`src/rtl/score_bcd_converter_if.sv`:
```
// Handshake/result bundle between the game controller, the BCD converter and the display driver.
// The controller side is the master; the converter is the slave.
interface score_bcd_converter_if #(
    parameter int unsigned SCORE_W = 14
);
    logic [SCORE_W-1:0] GameScore;
    logic               Start;
    logic               Busy;
    logic               Done;
    logic [15:0]        BcdDigits;
    logic               Overflow;

    modport master (
        output GameScore,
        output Start,
        input  Busy,
        input  Done,
        input  BcdDigits,
        input  Overflow
    );

    modport slave (
        input  GameScore,
        input  Start,
        output Busy,
        output Done,
        output BcdDigits,
        output Overflow
    );
endinterface

```
`src/rtl/score_bcd_converter.sv`:
```
// Sequential double-dabble converter: saturated binary score -> four packed BCD digits, one bit per clock.
// Optional macro SCORE_LZB_EN blanks leading zero digits (4'hF) when the result is loaded.
module score_bcd_converter #(
    parameter int unsigned SCORE_W   = 14,
    parameter int unsigned MAX_SCORE = 9999
) (
    input  logic                  Clk,
    input  logic                  Rst,
    score_bcd_converter_if.slave  bus
);
    localparam int unsigned BCD_W  = 16;
    localparam int unsigned NIBBLES = BCD_W / 4;
    localparam int unsigned CNT_W  = $clog2(SCORE_W + 1);

    localparam logic [0:0] ST_IDLE  = 1'b0;
    localparam logic [0:0] ST_SHIFT = 1'b1;

    logic [0:0]         state_q, state_d;
    logic [CNT_W-1:0]   cnt_q, cnt_d;
    logic [SCORE_W-1:0] bin_q, bin_d;
    logic [BCD_W-1:0]   bcd_q, bcd_d;
    logic               pend_q, pend_d;
    logic               busy_q, busy_d;
    logic               done_q, done_d;
    logic [BCD_W-1:0]   digits_q, digits_d;
    logic               ovf_q, ovf_d;

    logic [BCD_W-1:0]   bcd_adj;
    logic               over_max;

`ifdef SCORE_LZB_EN
    // Replace leading zero digits above the ones digit with the blank code.
    function automatic logic [BCD_W-1:0] blank_lz(input logic [BCD_W-1:0] d);
        logic [BCD_W-1:0] r;
        logic             lead;
        r    = d;
        lead = 1'b1;
        for (int i = NIBBLES - 1; i >= 1; i--) begin
            if (lead && (d[i*4 +: 4] == 4'h0)) begin
                r[i*4 +: 4] = 4'hF;
            end else begin
                lead = 1'b0;
            end
        end
        return r;
    endfunction
`endif

    assign over_max = (bus.GameScore > SCORE_W'(MAX_SCORE));

    // Add-3 correction on every nibble that would reach 10 after the shift.
    always_comb begin
        bcd_adj = bcd_q;
        for (int i = 0; i < int'(NIBBLES); i++) begin
            if (bcd_q[i*4 +: 4] >= 4'd5) begin
                bcd_adj[i*4 +: 4] = bcd_q[i*4 +: 4] + 4'd3;
            end
        end
    end

    always_comb begin
        state_d  = state_q;
        cnt_d    = cnt_q;
        bin_d    = bin_q;
        bcd_d    = bcd_q;
        pend_d   = pend_q;
        busy_d   = 1'b0;
        done_d   = 1'b0;
        digits_d = digits_q;
        ovf_d    = ovf_q;

        case (state_q)
            ST_IDLE: begin
                if (bus.Start) begin
                    state_d = ST_SHIFT;
                    bin_d   = over_max ? SCORE_W'(MAX_SCORE) : bus.GameScore;
                    pend_d  = over_max;
                    bcd_d   = '0;
                    cnt_d   = '0;
                    busy_d  = 1'b1;
                end
            end
            ST_SHIFT: begin
                bcd_d  = BCD_W'({bcd_adj, bin_q[SCORE_W-1]});
                bin_d  = {bin_q[SCORE_W-2:0], 1'b0};
                cnt_d  = cnt_q + CNT_W'(1);
                busy_d = 1'b1;
                if (cnt_q == CNT_W'(SCORE_W - 1)) begin
                    state_d = ST_IDLE;
                    busy_d  = 1'b0;
                    done_d  = 1'b1;
                    ovf_d   = pend_q;
`ifdef SCORE_LZB_EN
                    digits_d = blank_lz(bcd_d);
`else
                    digits_d = bcd_d;
`endif
                end
            end
            default: begin
                state_d = ST_IDLE;
            end
        endcase
    end

    always_ff @(posedge Clk or posedge Rst) begin
        if (Rst) begin
            state_q  <= ST_IDLE;
            cnt_q    <= '0;
            bin_q    <= '0;
            bcd_q    <= '0;
            pend_q   <= 1'b0;
            busy_q   <= 1'b0;
            done_q   <= 1'b0;
            digits_q <= '0;
            ovf_q    <= 1'b0;
        end else begin
            state_q  <= state_d;
            cnt_q    <= cnt_d;
            bin_q    <= bin_d;
            bcd_q    <= bcd_d;
            pend_q   <= pend_d;
            busy_q   <= busy_d;
            done_q   <= done_d;
            digits_q <= digits_d;
            ovf_q    <= ovf_d;
        end
    end

    assign bus.Busy      = busy_q;
    assign bus.Done      = done_q;
    assign bus.BcdDigits = digits_q;
    assign bus.Overflow  = ovf_q;
endmodule

```
`src/flat_wrapper.sv`:
```
// flat-port wrapper written by rule: the top's interface ports become plain ports
module score_bcd_converter_flat 
#(
    parameter int unsigned SCORE_W   = 14,
    parameter int unsigned MAX_SCORE = 9999
)
  (Clk, Rst, bus_GameScore, bus_Start, bus_Busy, bus_Done, bus_BcdDigits, bus_Overflow);
  score_bcd_converter_if #(.SCORE_W(SCORE_W)) bus_i ();
  input  logic Clk;
  input  logic Rst;
  input wire logic [$bits(bus_i.GameScore)-1:0] bus_GameScore;
  input wire logic [$bits(bus_i.Start)-1:0] bus_Start;
  output wire logic [$bits(bus_i.Busy)-1:0] bus_Busy;
  output wire logic [$bits(bus_i.Done)-1:0] bus_Done;
  output wire logic [$bits(bus_i.BcdDigits)-1:0] bus_BcdDigits;
  output wire logic [$bits(bus_i.Overflow)-1:0] bus_Overflow;
  assign bus_i.GameScore = bus_GameScore;
  assign bus_i.Start = bus_Start;
  assign bus_Busy = bus_i.Busy;
  assign bus_Done = bus_i.Done;
  assign bus_BcdDigits = bus_i.BcdDigits;
  assign bus_Overflow = bus_i.Overflow;
  score_bcd_converter #(.SCORE_W(SCORE_W), .MAX_SCORE(MAX_SCORE)) u_core (.Clk(Clk), .Rst(Rst), .bus(bus_i));
endmodule
```
`config.mk`:
```
export PLATFORM = sky130hd
export DESIGN_NAME = score_bcd_converter_flat
export DESIGN_NICKNAME = d
export VERILOG_FILES = /design/src/rtl/score_bcd_converter_if.sv /design/src/rtl/score_bcd_converter.sv /design/src/flat_wrapper.sv
export SDC_FILE = /design/constraint.sdc
export NUM_CORES = 1
export LEC_CHECK = 0
export ABC_AREA = 1
export CORE_MARGIN = 1
export CORE_UTILIZATION = 56
export CTS_BUF_LIST = sky130_fd_sc_hd__clkbuf_2 sky130_fd_sc_hd__clkbuf_4 sky130_fd_sc_hd__clkbuf_8
export DETAILED_ROUTE_END_ITERATION = 10
export PLACE_DENSITY = 0.85
export SLEW_MARGIN = 0
export SYNTH_ARGS = -nofsm -noshare
export SYNTH_HDL_FRONTEND = slang
export SYNTH_SLANG_ARGS = --single-unit
```
`constraint.sdc`:
```
create_clock -name Clk -period 2.1 [get_ports Clk]
set_input_delay 0.315 -clock Clk [delete_from_list [all_inputs] [get_ports Clk]]
set_output_delay 0.315 -clock Clk [all_outputs]
set_load 0.03 [all_outputs]
```
==> impl_metrics.csv <==
group,metric,value,unit
status,run_status,"complete, no violations",
pwr,leakage,0.00161,µW
worst_setup_path,crit_path_capture_type,"primary output",
clock_network,tritoncts,"yes",
logic_synthesis,post_synth_xor_area_fraction,0.336,%
logic_synthesis,main_combinational_cell_family_by_area_after_synthesis,"simple AND/OR/NAND/NOR gates",
worst_setup_path,timing.critical_path.cells,"clkdlybuf4s50_1",
global_route,globalRouteOverflowTotal,0,
worst_setup_path,required,1780,ps
finish,layout-drive-gt1-share,6.25,%
die,die_area,4930,µm²
die,fp.coreArea,4410,µm²
timing,setup-tns-final,0,ps
run,drv_cap,0,
global_route,met3_usage,3.90,%
clock_network,hold_buffers,0,
place,finalWeightedCongestion,0.862,
worst_setup_path,critical-path-top-delay-family,"buffers and inverters",
global_route,grt_antenna_before_repair,0,
routing,drt_pass1_iterations,4,
min_path,hp-class,"input port to async pin",
die,boundaryPins,36,
global_route,grtUsageMet2,39.6,%
routing,wirelength,5060,µm
timing,grt_setup_unrepaired,"no",
timing,setup_viol_count_final,0,
place,hpwlAfterDp,3550,µm
logic_synthesis,postSynth.asyncResetShare,100,%
routing,wire_per_inst,12.5,µm
pwr,power_density,1530,nW/µm²
logic_synthesis,synth.lib_cells_used.distinct,22,
place,buffer_ports.inserted,35,
routing,drt.antenna.violating_nets,0,
logic_synthesis,ys_seq_elements,54,
logic_synthesis,synth_area_leaders,"dfrtp_1 52%, nand2_1 16%, nand3_1 7.7%",
logic_synthesis,synthMuxAreaShare,0,%
finish,stdcell_count,404,
global_route,grt_pass1_vias,2123,
logic_synthesis,yosys.area_share.simple,28.1,%
logic_synthesis,postSynthAreaPerCell,8.32,µm²
timing,period_minus_ws_final,1670,ps
worst_setup_path,timing.critical_path.slowest_cell_delay,680,ps
worst_setup_path,timing.critical_path.slowest_stage_cell,"clkdlybuf4s50_1",
worst_setup_path,worst-endpoint-arrival,1360,ps
die,start_util,59.0,%
die,rows,24,
logic_synthesis,post-synth-top-area-fraction,51.9,%
clock_network,root_buffer,"clkbuf_8",
logic_synthesis,netlist_area,2600,µm²
logic_synthesis,synth_nets,340,
timing,final_hold_viol_count,0,
routing,drc_errors,0,
logic_synthesis,synth_top_cells_by_count,"108 x nand2_1, 54 x dfrtp_1, 40 x nand3_1, 29 x inv_1, 13 x nor2_1",
global_route,use_met1,31.2,%
clock_network,clock_tree.buffer_depth,2,
clock_network,clk_pin_slew,90,ps
finish,num-fill-cells,344,
clock_network,postCtsResizedCells,0,
logic_synthesis,synth_adder_area_share,4.80,%
global_route,grt_pass1_wl,9230,µm
die,die_width,70.2,µm
clock_network,tritoncts_num_sinks,54,
worst_setup_path,timing.critical_path.buf_inv,1,
timing,timing_worst_slew_pin_value,315,ps
timing,max_freq,598,MHz
finish,finalCoreUtilization,71.1,%
worst_setup_path,critical_path_class,"register to primary output",
global_route,globalRoute.busiestLayer,"met2",
worst_setup_path,crit_path_max_fanout,2,
clock_network,tritoncts.num_buffers,5,
finish,post_route_cell_area,3140,µm²
timing,max-slew-margin-rel,78.8,%
logic_synthesis,synthCells,313,
clock_network,htree_num_levels,2,
logic_synthesis,synth_compound_area_share,8.07,%
logic_synthesis,synthesis.yosys.warnings,0,
finish,antenna_cells,0,
logic_synthesis,post_synth_top_area_cell,"dfrtp_1",
global_route,groute.usage.overall,23.7,%
logic_synthesis,count_of_flip_flops_with_a_built_in_enable_after_synthesis,0,
finish,nets,379,
timing,fin_crit_sh,79.6,%
routing,drt_iter0_markers,123,
routing,via_count,2175,
clock_network,insertion_delay,300,ps
die,die_h,70.2,µm
clock_network,post_cts_setup_repair_buffer_count,0,
pwr,irDropWorstVdd,0.000815,V
place,placed_cell_area,3030,µm²
logic_synthesis,synthFlopType,"dfrtp_1",
timing,timing.clock.skew,7.40,ps
routing,via_per_inst,5.38,
finish,flow.area_growth_from_synthesis,20.5,%
logic_synthesis,synth-seq-area-share,51.9,%
timing,slew_viol_final,0,
global_route,grt_start_max_net_pins,55,
place,place_inst,397,
logic_synthesis,synth.most_common_cell,"nand2_1",
worst_setup_path,timing.critical_path.from_type,"register",
==> cell families (layout without fill, tap and decap cells) <==
family / count (synthesis) / in the layout
simple gates: 171 / 171
xor+xnor: 1 / 1
fa+ha+maj: 10 / 10
compound gates: 35 / 35
buf+inv: 42 / 81
flops: 54 / 54
==> flip-flops by register name, indices dropped and copies added (netlist names) <==
register	flops
u_core.bus.Overflow	1
u_core.bus.Done	1
u_core.bcd_q	16
u_core.bin_q	14
u_core.pend_q	1
u_core.cnt_q	4
u_core.bus.Busy	1
u_core.bus.BcdDigits	16
==> final timing paths <==
path | endpoint | from | cells after the start | slack [ps]
setup / recovery | bus_Overflow | u_core.bus.Overflow$_DFFE_PP0P_ | 1 | 430
max in group asynchronous | u_core.bus.BcdDigits[11]$_DFFE_PP0P_ | Rst | 3 | 1500
min in group Clk | u_core.bus.BcdDigits[13]$_DFFE_PP0P_ | u_core.bus.BcdDigits[13]$_DFFE_PP0P_ | 2 | 490
hold / removal | u_core.bcd_q[0]$_DFFE_PP0P_ | Rst | 3 | 370
hold reg to reg | u_core.bus.BcdDigits[13]$_DFFE_PP0P_ | u_core.bus.BcdDigits[13]$_DFFE_PP0P_ | 2 | 490
setup reg to reg | u_core.bus.BcdDigits[12]$_DFFE_PP0P_ | u_core.bus.Busy$_DFF_PP0_ | 7 | 580
==> metal layers <==
layer	share of wire [%]	up-vias
met5	0	-
met4	1.3	0
met2	48	57
met1	45	1017
met3	5.1	7
li1	-	1094
==> placed cells by master (no fill, tap or decap) <==
cell type and n:
bufinv_16 1, nand2_1 108, inv_1 28, o21ai_1 4, dfrtp_1 54, a22oi_1 11
nand2_2 1, nor2_2 1, o22ai_1 6, buf_12 1, o21ai_0 12, nand3_1 40
nor2_4 1, a21oi_1 2, buf_4 5, inv_2 5, nand4_1 6, clkbuf_8 6
xnor2_1 1, nand3_4 1, ha_1 10, clkdlybuf4s50_1 35, nor2_1 13
==> power breakdown <==
part           internal [µW]  total [µW]  switching (µW)
clock                    382         707             325
combinational            883        2310            1420
sequential              1500        1800             300
total                   2770        4820            2050
==> layout make-up <==
class / instances / area, µm² / area share (%)
Clock inverter: 1 / 30.0 / 0.957
Multi-Input combinational cell: 217 / 1080 / 34.3
Clock buffer: 6 / 82.6 / 2.63
Sequential cell: 54 / 1350 / 43.1
Inverter: 33 / 124 / 3.95
Timing Repair Buffer: 41 / 408 / 13.0
Tap cell: 52 / 65.1 / 2.07
==> metrics by stage <==
stage	power [µW]	setup WS (ps)	hold WS, ps
finish	4820	428	368
global route	5240	388	402
CTS	4840	414	380
detailed placement	4120	509	466
global placement	4020	553	463
floorplan	3430	470	437
Power figures use the tool's default switching activity.
